File: src/rtl/clk_div_pkg.sv
// Shared constants, channel-index width and configuration clamping for the
// multi-channel clock divider.
package clk_div_pkg;

    localparam int CNT_W_DEFAULT = 16;
    localparam int DIV_DEFAULT   = 4;
    localparam int HI_DEFAULT    = 2;

    typedef struct packed {
        logic [31:0] n;
        logic [31:0] h;
        logic [31:0] lo;
    } cfg_t;

    function automatic int ch_width(input int num_ch);
        return (num_ch > 1) ? $clog2(num_ch) : 1;
    endfunction

    // Any request becomes a legal waveform: at least one low and one high cycle.
    function automatic cfg_t clamp_cfg(input logic [31:0] n, input logic [31:0] h);
        cfg_t c;
        c.n  = (n < 32'd2) ? 32'd2 : n;
        c.h  = (h == 32'd0) ? 32'd1 : h;
        if (c.h >= c.n) begin
            c.h = c.n - 32'd1;
        end
        c.lo = c.n - c.h;
        return c;
    endfunction

endpackage

File: src/rtl/clk_div_multi_if.sv
// Run-enable, configuration handshake and divided-clock outputs of clk_div_multi.
interface clk_div_multi_if
    import clk_div_pkg::*;
#(
    parameter int NUM_CH = 2,
    parameter int CNT_W  = CNT_W_DEFAULT
);
    localparam int CH_W = ch_width(NUM_CH);

    logic [NUM_CH-1:0] en;
    logic              cfg_valid;
    logic              cfg_ready;
    logic [CH_W-1:0]   cfg_ch;
    logic [CNT_W-1:0]  cfg_div;
    logic [CNT_W-1:0]  cfg_hi;
    logic [NUM_CH-1:0] clk_out;
    logic [NUM_CH-1:0] tick;

    modport master (
        output en, cfg_valid, cfg_ch, cfg_div, cfg_hi,
        input  cfg_ready, clk_out, tick
    );

    modport slave (
        input  en, cfg_valid, cfg_ch, cfg_div, cfg_hi,
        output cfg_ready, clk_out, tick
    );

endinterface

File: src/rtl/clk_div_chan.sv
// One divider channel: counter, active period/low time, shadow config with a
// pending flag that is applied only at a period boundary, and registered outputs.
module clk_div_chan
    import clk_div_pkg::*;
#(
    parameter int CNT_W   = CNT_W_DEFAULT,
    parameter int DEF_DIV = DIV_DEFAULT,
    parameter int DEF_HI  = HI_DEFAULT
) (
    input  logic             CLK,
    input  logic             rst,
    input  logic             en,
    input  logic             align,
    input  logic             load,
    input  logic [CNT_W-1:0] cfg_div,
    input  logic [CNT_W-1:0] cfg_hi,
    output logic             pending,
    output logic             clk_out,
    output logic             tick
);

    logic [CNT_W-1:0] cnt;
    logic [CNT_W-1:0] n_q;
    logic [CNT_W-1:0] lo_q;
    logic [CNT_W-1:0] sh_n;
    logic [CNT_W-1:0] sh_lo;
    logic [CNT_W-1:0] req_n;
    logic [CNT_W-1:0] req_lo;
    cfg_t             req;
    logic             unused_req;
    logic             wrap;
    logic             apply;

    // Only N and the precomputed low time are kept; H itself is never needed again.
    assign req        = clamp_cfg(32'(cfg_div), 32'(cfg_hi));
    assign req_n      = CNT_W'(req.n);
    assign req_lo     = CNT_W'(req.lo);
    assign unused_req = ^req;

    assign wrap  = en && (cnt == n_q - CNT_W'(1));
    assign apply = pending && (!en || align || wrap);

    always_ff @(posedge CLK or posedge rst) begin
        if (rst) begin
            cnt     <= '0;
            n_q     <= CNT_W'(DEF_DIV);
            lo_q    <= CNT_W'(DEF_DIV - DEF_HI);
            sh_n    <= CNT_W'(DEF_DIV);
            sh_lo   <= CNT_W'(DEF_DIV - DEF_HI);
            pending <= 1'b0;
            clk_out <= 1'b0;
            tick    <= 1'b0;
        end else begin
            if (!en || align) begin
                cnt     <= '0;
                clk_out <= 1'b0;
                tick    <= 1'b0;
            end else begin
                cnt     <= wrap ? '0 : cnt + CNT_W'(1);
                clk_out <= (cnt >= lo_q);
                tick    <= wrap;
            end
            if (apply) begin
                n_q  <= sh_n;
                lo_q <= sh_lo;
            end
            if (load) begin
                sh_n  <= req_n;
                sh_lo <= req_lo;
            end
            pending <= load || (pending && !apply);
        end
    end

endmodule

File: src/rtl/clk_div_multi.sv
// Multi-channel programmable clock divider: handshake decode and ready mux over
// NUM_CH channels. Optional CLK_DIV_PHASE_ALIGN_EN adds an align input.
module clk_div_multi
    import clk_div_pkg::*;
#(
    parameter int NUM_CH  = 2,
    parameter int CNT_W   = CNT_W_DEFAULT,
    parameter int DEF_DIV = DIV_DEFAULT,
    parameter int DEF_HI  = HI_DEFAULT
) (
    input  logic CLK,
    input  logic rst,
`ifdef CLK_DIV_PHASE_ALIGN_EN
    input  logic align,
`endif
    clk_div_multi_if.slave bus
);

    localparam int CH_W = ch_width(NUM_CH);

    logic [NUM_CH-1:0]    pending;
    logic [NUM_CH-1:0]    clk_vec;
    logic [NUM_CH-1:0]    tick_vec;
    logic [2**CH_W-1:0]   pend_ext;
    logic                 ready;
    logic                 transfer;
    logic                 align_int;

`ifdef CLK_DIV_PHASE_ALIGN_EN
    assign align_int = align;
`else
    assign align_int = 1'b0;
`endif

    // Unused channel codes read as not pending, so such requests are taken and dropped.
    always_comb begin
        pend_ext               = '0;
        pend_ext[NUM_CH-1:0]   = pending;
    end

    assign ready         = !pend_ext[bus.cfg_ch];
    assign transfer      = bus.cfg_valid && ready;
    assign bus.cfg_ready = ready;
    assign bus.clk_out   = clk_vec;
    assign bus.tick      = tick_vec;

    for (genvar i = 0; i < NUM_CH; i++) begin : g_ch
        clk_div_chan #(
            .CNT_W   (CNT_W),
            .DEF_DIV (DEF_DIV),
            .DEF_HI  (DEF_HI)
        ) u_chan (
            .CLK     (CLK),
            .rst     (rst),
            .en      (bus.en[i]),
            .align   (align_int),
            .load    (transfer && (bus.cfg_ch == CH_W'(i))),
            .cfg_div (bus.cfg_div),
            .cfg_hi  (bus.cfg_hi),
            .pending (pending[i]),
            .clk_out (clk_vec[i]),
            .tick    (tick_vec[i])
        );
    end

endmodule

File: src/flat_wrapper.sv
// flat-port wrapper written by rule: the top's interface ports become plain ports
module clk_div_multi_flat import clk_div_pkg::*;
#(
    parameter int NUM_CH  = 2,
    parameter int CNT_W   = CNT_W_DEFAULT,
    parameter int DEF_DIV = DIV_DEFAULT,
    parameter int DEF_HI  = HI_DEFAULT
)
  (CLK, rst, bus_en, bus_cfg_valid, bus_cfg_ch, bus_cfg_div, bus_cfg_hi, bus_cfg_ready, bus_clk_out, bus_tick);
  clk_div_multi_if #(.NUM_CH(NUM_CH), .CNT_W(CNT_W)) bus_i ();
  input  logic CLK;
  input  logic rst;
  input wire logic [$bits(bus_i.en)-1:0] bus_en;
  input wire logic [$bits(bus_i.cfg_valid)-1:0] bus_cfg_valid;
  input wire logic [$bits(bus_i.cfg_ch)-1:0] bus_cfg_ch;
  input wire logic [$bits(bus_i.cfg_div)-1:0] bus_cfg_div;
  input wire logic [$bits(bus_i.cfg_hi)-1:0] bus_cfg_hi;
  output wire logic [$bits(bus_i.cfg_ready)-1:0] bus_cfg_ready;
  output wire logic [$bits(bus_i.clk_out)-1:0] bus_clk_out;
  output wire logic [$bits(bus_i.tick)-1:0] bus_tick;
  assign bus_i.en = bus_en;
  assign bus_i.cfg_valid = bus_cfg_valid;
  assign bus_i.cfg_ch = bus_cfg_ch;
  assign bus_i.cfg_div = bus_cfg_div;
  assign bus_i.cfg_hi = bus_cfg_hi;
  assign bus_cfg_ready = bus_i.cfg_ready;
  assign bus_clk_out = bus_i.clk_out;
  assign bus_tick = bus_i.tick;
  clk_div_multi #(.NUM_CH(NUM_CH), .CNT_W(CNT_W), .DEF_DIV(DEF_DIV), .DEF_HI(DEF_HI)) u_core (.CLK(CLK), .rst(rst), .bus(bus_i));
endmodule
File: config.mk
export PLATFORM = sky130hd
export DESIGN_NAME = clk_div_multi_flat
export DESIGN_NICKNAME = d
export VERILOG_FILES = /design/src/rtl/clk_div_pkg.sv /design/src/rtl/clk_div_multi_if.sv /design/src/rtl/clk_div_chan.sv /design/src/rtl/clk_div_multi.sv /design/src/flat_wrapper.sv
export SDC_FILE = /design/constraint.sdc
export NUM_CORES = 1
export LEC_CHECK = 0
export BUFFER_PORTS_ARGS = -buffer_cell sky130_fd_sc_hd__buf_2
export CORE_MARGIN = 2
export CORE_UTILIZATION = 50
export CTS_CLUSTER_SIZE = 12
export DETAILED_ROUTE_END_ITERATION = 8
export PLACE_DENSITY = 0.76
export SYNTH_ARGS = -nofsm -noshare
export SYNTH_HDL_FRONTEND = slang
export SYNTH_SLANG_ARGS = --single-unit
File: constraint.sdc
create_clock -name CLK -period 4.5 [get_ports CLK]
set_input_delay 0.225 -clock CLK [delete_from_list [all_inputs] [get_ports CLK]]
set_output_delay 0.225 -clock CLK [all_outputs]
set_load 0.005 [all_outputs]
Word level (Yosys, flattened, before mapping) --
Cells that the tools add are included.
Word-level totals: bits in registers 166, bits of input ports 38, output and inout bits 5, word-level logic and storage cells 62
Cells by class: add/sub/neg operators 6, $lt $le $gt $ge 5, eq/ne operators 2, multiplexer cells 13, bitwise gates (word level) 1, reduce and logical (&&, ||, !) cells 19
Operators with widths (count):
- $mux 16 | 7
- $ge 16x16->1 | 3
- $sub 16x1->16 const B | 3
- $add 16x1->16 const B | 2
- $eq 16x16->1 | 2
- $logic_not 16->1 | 1
- $lt 16x2->1 const B | 1
- $sub 16x16->16 | 1
- $logic_and 1x1->1 | 9
- $mux 1 | 6
- $logic_not 1->1 | 5
- $logic_or 1x1->1 | 4
- $lt 1x2->1 const B | 1
- $not 1->1 | 1

Logic depth before layout (Yosys ltp) --
depth after elaboration 8, gate-level depth with buffers 25, mapped depth without buffers 23

Cells and area by module --
Synthesis repeated with hierarchy kept, for this count alone.
Unflattened totals: cells, all modules 1401, area total of the unflattened synthesis 12529.5 um^2
Modules (own cells, without submodules):
- clk_div_chan at u_core.g_ch[1].u_chan | instances 1, cells each 797, area each 6701.4 um^2, sequential area each 2082.0 um^2
- clk_div_chan at u_core.g_ch[0].u_chan | instances 1, cells each 600, area each 5798.1 um^2, sequential area each 2082.0 um^2
- clk_div_multi | instances 1, cells each 4, area each 30.0 um^2, sequential area each 0.0 um^2

Worst setup path after synthesis --
OpenSTA, ideal clock, no wires.
path kind in2reg, from in bus_cfg_div[10], to reg u_core.g_ch[1].u_chan.sh_lo[14], setup time 0.138 ns, arrival 4.685 ns, required time 4.362 ns, setup slack -0.323 ns, cell stages on the path 24, buffers on the path 2, cell sequence nor4_1 -> nand3_1 -> nor2_1 -> nand2_1 -> o21ai_0 -> inv_1 -> ha_1 -> nor2b_1 -> o21ai_0 -> a31oi_1 -> o221a_2 -> clkbuf_1 -> clkbuf_1 -> a21oi_1 -> ha_1 -> fa_1 -> nor2b_1 -> o21a_1 -> o211ai_1 -> a31oi_1 -> o21a_1 -> o41a_1 -> mux2i_1 -> o211ai_1
RTL lines:
- start: declaration | RTL line flat_wrapper.sv:16 | input wire logic [$bits(bus_i.cfg_div)-1:0] bus_cfg_div;
- end signal: assignment | RTL line clk_div_chan.sv:49 | sh_lo <= CNT_W'(DEF_DIV - DEF_HI);
- end signal: assignment | RTL line clk_div_chan.sv:69 | sh_lo <= req_lo;
- end: declaration | RTL line clk_div_chan.sv:26 | logic [CNT_W-1:0] sh_lo;

==> metrics.txt <==
result of the run finished, final reports clean; floorplan die height 147 um; total gr overflow 0; chip width 147 um; transition time at the pin with the least slew margin 1.08 ns; area of the mapped netlist 10200 um^2; Row Count 52; largest net degree at the start of global routing 167; total clock buffers created by CTS 17; starting density of the core 50.8%; count of max-cap constraint violations 0; area of the core 20100 um^2; fraction of layout cells with a size suffix above 1 15.1%; count of mapped cells out of synthesis 1062; full die area about 22000 um^2; Hold/Removal Path Class in2async; most common flop cell mapped by yosys dfrtp_1; routed vias/inst 5.71; cell types with the largest area share after synthesis dfrtp_1, ha_1, xnor2_1; CTS HTree Levels 4; number of enable flip-flop cells after synthesis 0; clock tree skew after final layout 0.00851 ns; storage element area 4160 um^2; per-instance average area after synthesis 9.61 um^2; cell types with the highest counts after synthesis dfrtp_1, nand2_1, nor2_1; most utilized layer in the global route result met2; final design utilization a little under three fifths; buffers added on ports 42; source-to-sink clock delay at the later pin of the worst-skew pair 0.43 ns; met2 usage 36.7%; root buffer cell clkbuf_16; register-to-register setup slack 0.71 ns; Synth top area share 38.7%; Fillers roughly 1700; required time at the endpoint of the critical path roughly 4.8 ns; Hold Violations, Final 0; maximum count of clock buffers along a single path 2; CP max FO 6; slowest cell on the critical path o41a_1; Final Slew Violations 0; cell leakage power around 5.4 nW; unrepaired setup endpoints after global routing no; Setup Crit Path Kind in2reg; Routability Congestion 0.985; Total Negative Setup Slacks 0 ns; maximum clock rate 244 MHz; Clock transition at path regs 0.06 ns; library cell occupying the most area in the post-synthesis netlist dfrtp_1; total routing usage reported by global routing 23.2%; syn_nets 1169; share of synthesized area occupied by flip-flops and latches slightly above 40%; worst rel slew slack 28.0%; Cell variety after synth 71; global-route wire length before repair 39.7 mm; Antenna Diode Count 0; area occupied by multi-input gates 5450 um^2; Synth Register Bits 166; Pre-Repair DR Iteration Count 7; hold buffer count at cts 0; via count of the first global-routing pass 7536; asr flop ratio synth between 90% and 100%; Layout Nets between 1000 and 1500; antenna violations before repair 0; TritonCTS clock tree built; average wire length per cell after detail routing between 15 and 20 um; total power per unit cell area just under 500 nW/um^2; Final WS setup slightly above 0.4 ns; final HPWL from detailed placement between 15 and 20 mm; GRT met3 Usage 4.01%; fraction of the cycle the final worst path needs 90.9%; number of primary I/O pins 43; GR Util met1 roughly a third; Routed WL 23.9 mm; number of endpoints failing setup at the final stage 0; number of nets still failing antenna checks after routing 0; startpoint type of the worst setup path primary input; Area after DPL 10600 um^2; synthesis warning total 0; Critical Path Max Stage Delay 0.42 ns; area growth from synthesis to layout 10.3%; overall via count from detail_route just under 8000; final instance count without filler cells 1361; Starting DRT DRC Count 601; Layout Cell Area excl Fill 11300 um^2; dominant cell by count in the synthesized netlist dfrtp_1; Setup WS pre-CTS -0.132 ns; remaining design rule violation count 0; CP Capture Type flop; min Tclk post-route 4.09 ns; Crit path arrival time 4.38 ns; placed cells 1325; number of sinks driven by the clock tree 166; Worst IR Drop VDD 263 uV
## stage by stage
stage          total power, mW  hold slack, ns
2_1_floorplan             3.61           0.354
3_3_place_gp              3.98           0.462
3_5_place_dp              4.07           0.474
4_1_cts                   5.58          0.0964
5_1_grt                   5.93           0.111
6_report                  5.59          0.0709
## layout by cell type, fill, tap and decap left out, types with 27 or more instances in the layout
master / instances
dfrtp_1: 158
a221o_1: 33
ha_1: 67
a21oi_1: 37
mux2_4: 30
xor2_1: 39
nor2_1: 75
nand3_1: 29
buf_4: 27
xnor2_1: 55
nand2_1: 91
inv_1: 65
o21ai_0: 73
buf_2: 42
and3_1: 46
## kinds of logic (layout without fill, tap and decap cells)
| group | Yosys count | count (layout) | synth area share [%] |
|---|---|---|---|
| DFF | 166 | 166 | 40.8 |
| AOI/OAI and AO/OA | 214 | 214 | 14.0 |
| adders and majority gates | 69 | 69 | 8.53 |
| and+or+nand+nor | 337 | 337 | 16.6 |
| buffers and inverters | 140 | 169 | 6.24 |
| xor gates and xnor gates | 95 | 95 | 8.30 |
| muxes | 41 | 41 | 5.53 |
## timing repair
action                                  CTS  global route
buffers inserted                          0             4
endpoints found under the setup margin    0            10
gates resized for setup                   0            15
## layout make-up
class / instances / area share, %
clock inverters: 11 / 1.23
multi-input cells: 756 / 48.4
flip-flops and latches: 166 / 37.0
well taps: 270 / 3.00
inverters: 66 / 2.24
repair buffers: 71 / 3.98
clock buffers: 21 / 4.09
## sequential cells by signal (all words and copies together) (netlist names)
signal and flops:
u_core.g_ch.u_chan.lo_q 32, u_core.g_ch.u_chan.pending 2, u_core.g_ch.u_chan.sh_n 32, u_core.g_ch.u_chan.tick 2
u_core.g_ch.u_chan.clk_out 2, u_core.g_ch.u_chan.n_q 32, u_core.g_ch.u_chan.sh_lo 32, u_core.g_ch.u_chan.cnt 32
## critical path, delay by kind of cell
family                     cells  cell delay (ns)
muxes                          1             0.17
and+or+nand+nor                7             0.77
AOI/OAI and AO/OA             11             2.20
buffers and inverters          3             0.32
adders and majority gates      3             0.69
## path summary, 6_finish.rpt
kind                                                       startpoint                                          end  depth (start not counted)
setup / recovery                                       bus_cfg_div[9]  u_core.g_ch[1].u_chan.sh_lo[14]$_DFFE_PP0P_                         25
hold / removal                                                    rst   u_core.g_ch[0].u_chan.sh_lo[0]$_DFFE_PP0P_                          3
setup reg to reg             u_core.g_ch[1].u_chan.n_q[0]$_DFFE_PP0P_    u_core.g_ch[1].u_chan.n_q[15]$_DFFE_PP0P_                         10
hold reg to reg            u_core.g_ch[1].u_chan.sh_lo[2]$_DFFE_PP0P_   u_core.g_ch[1].u_chan.sh_lo[2]$_DFFE_PP0P_                          2
max in group asynchronous                                         rst       u_core.g_ch[1].u_chan.cnt[4]$_DFF_PP0_                          3
min in group CLK                                            bus_en[1]      u_core.g_ch[1].u_chan.pending$_DFF_PP0_                          3
## per-layer routing
| metal | share of wire, % | routed length [um] |
|---|---|---|
| met2 | 47 | 11200 |
| met4 | 3.4 | 815 |
| met3 | 4.4 | 1060 |
| met1 | 45 | 10800 |
| met5 | 0 | 0 |
## report_power, final
group | internal, mW | leakage [nW] | total [mW] | switching, mW
combinational | 0.889 | 2.97 | 1.75 | 0.859
sequential | 1.93 | 2.10 | 2.35 | 0.423
clock | 0.860 | 0.287 | 1.49 | 0.627
Power figures use the tool's default switching activity.
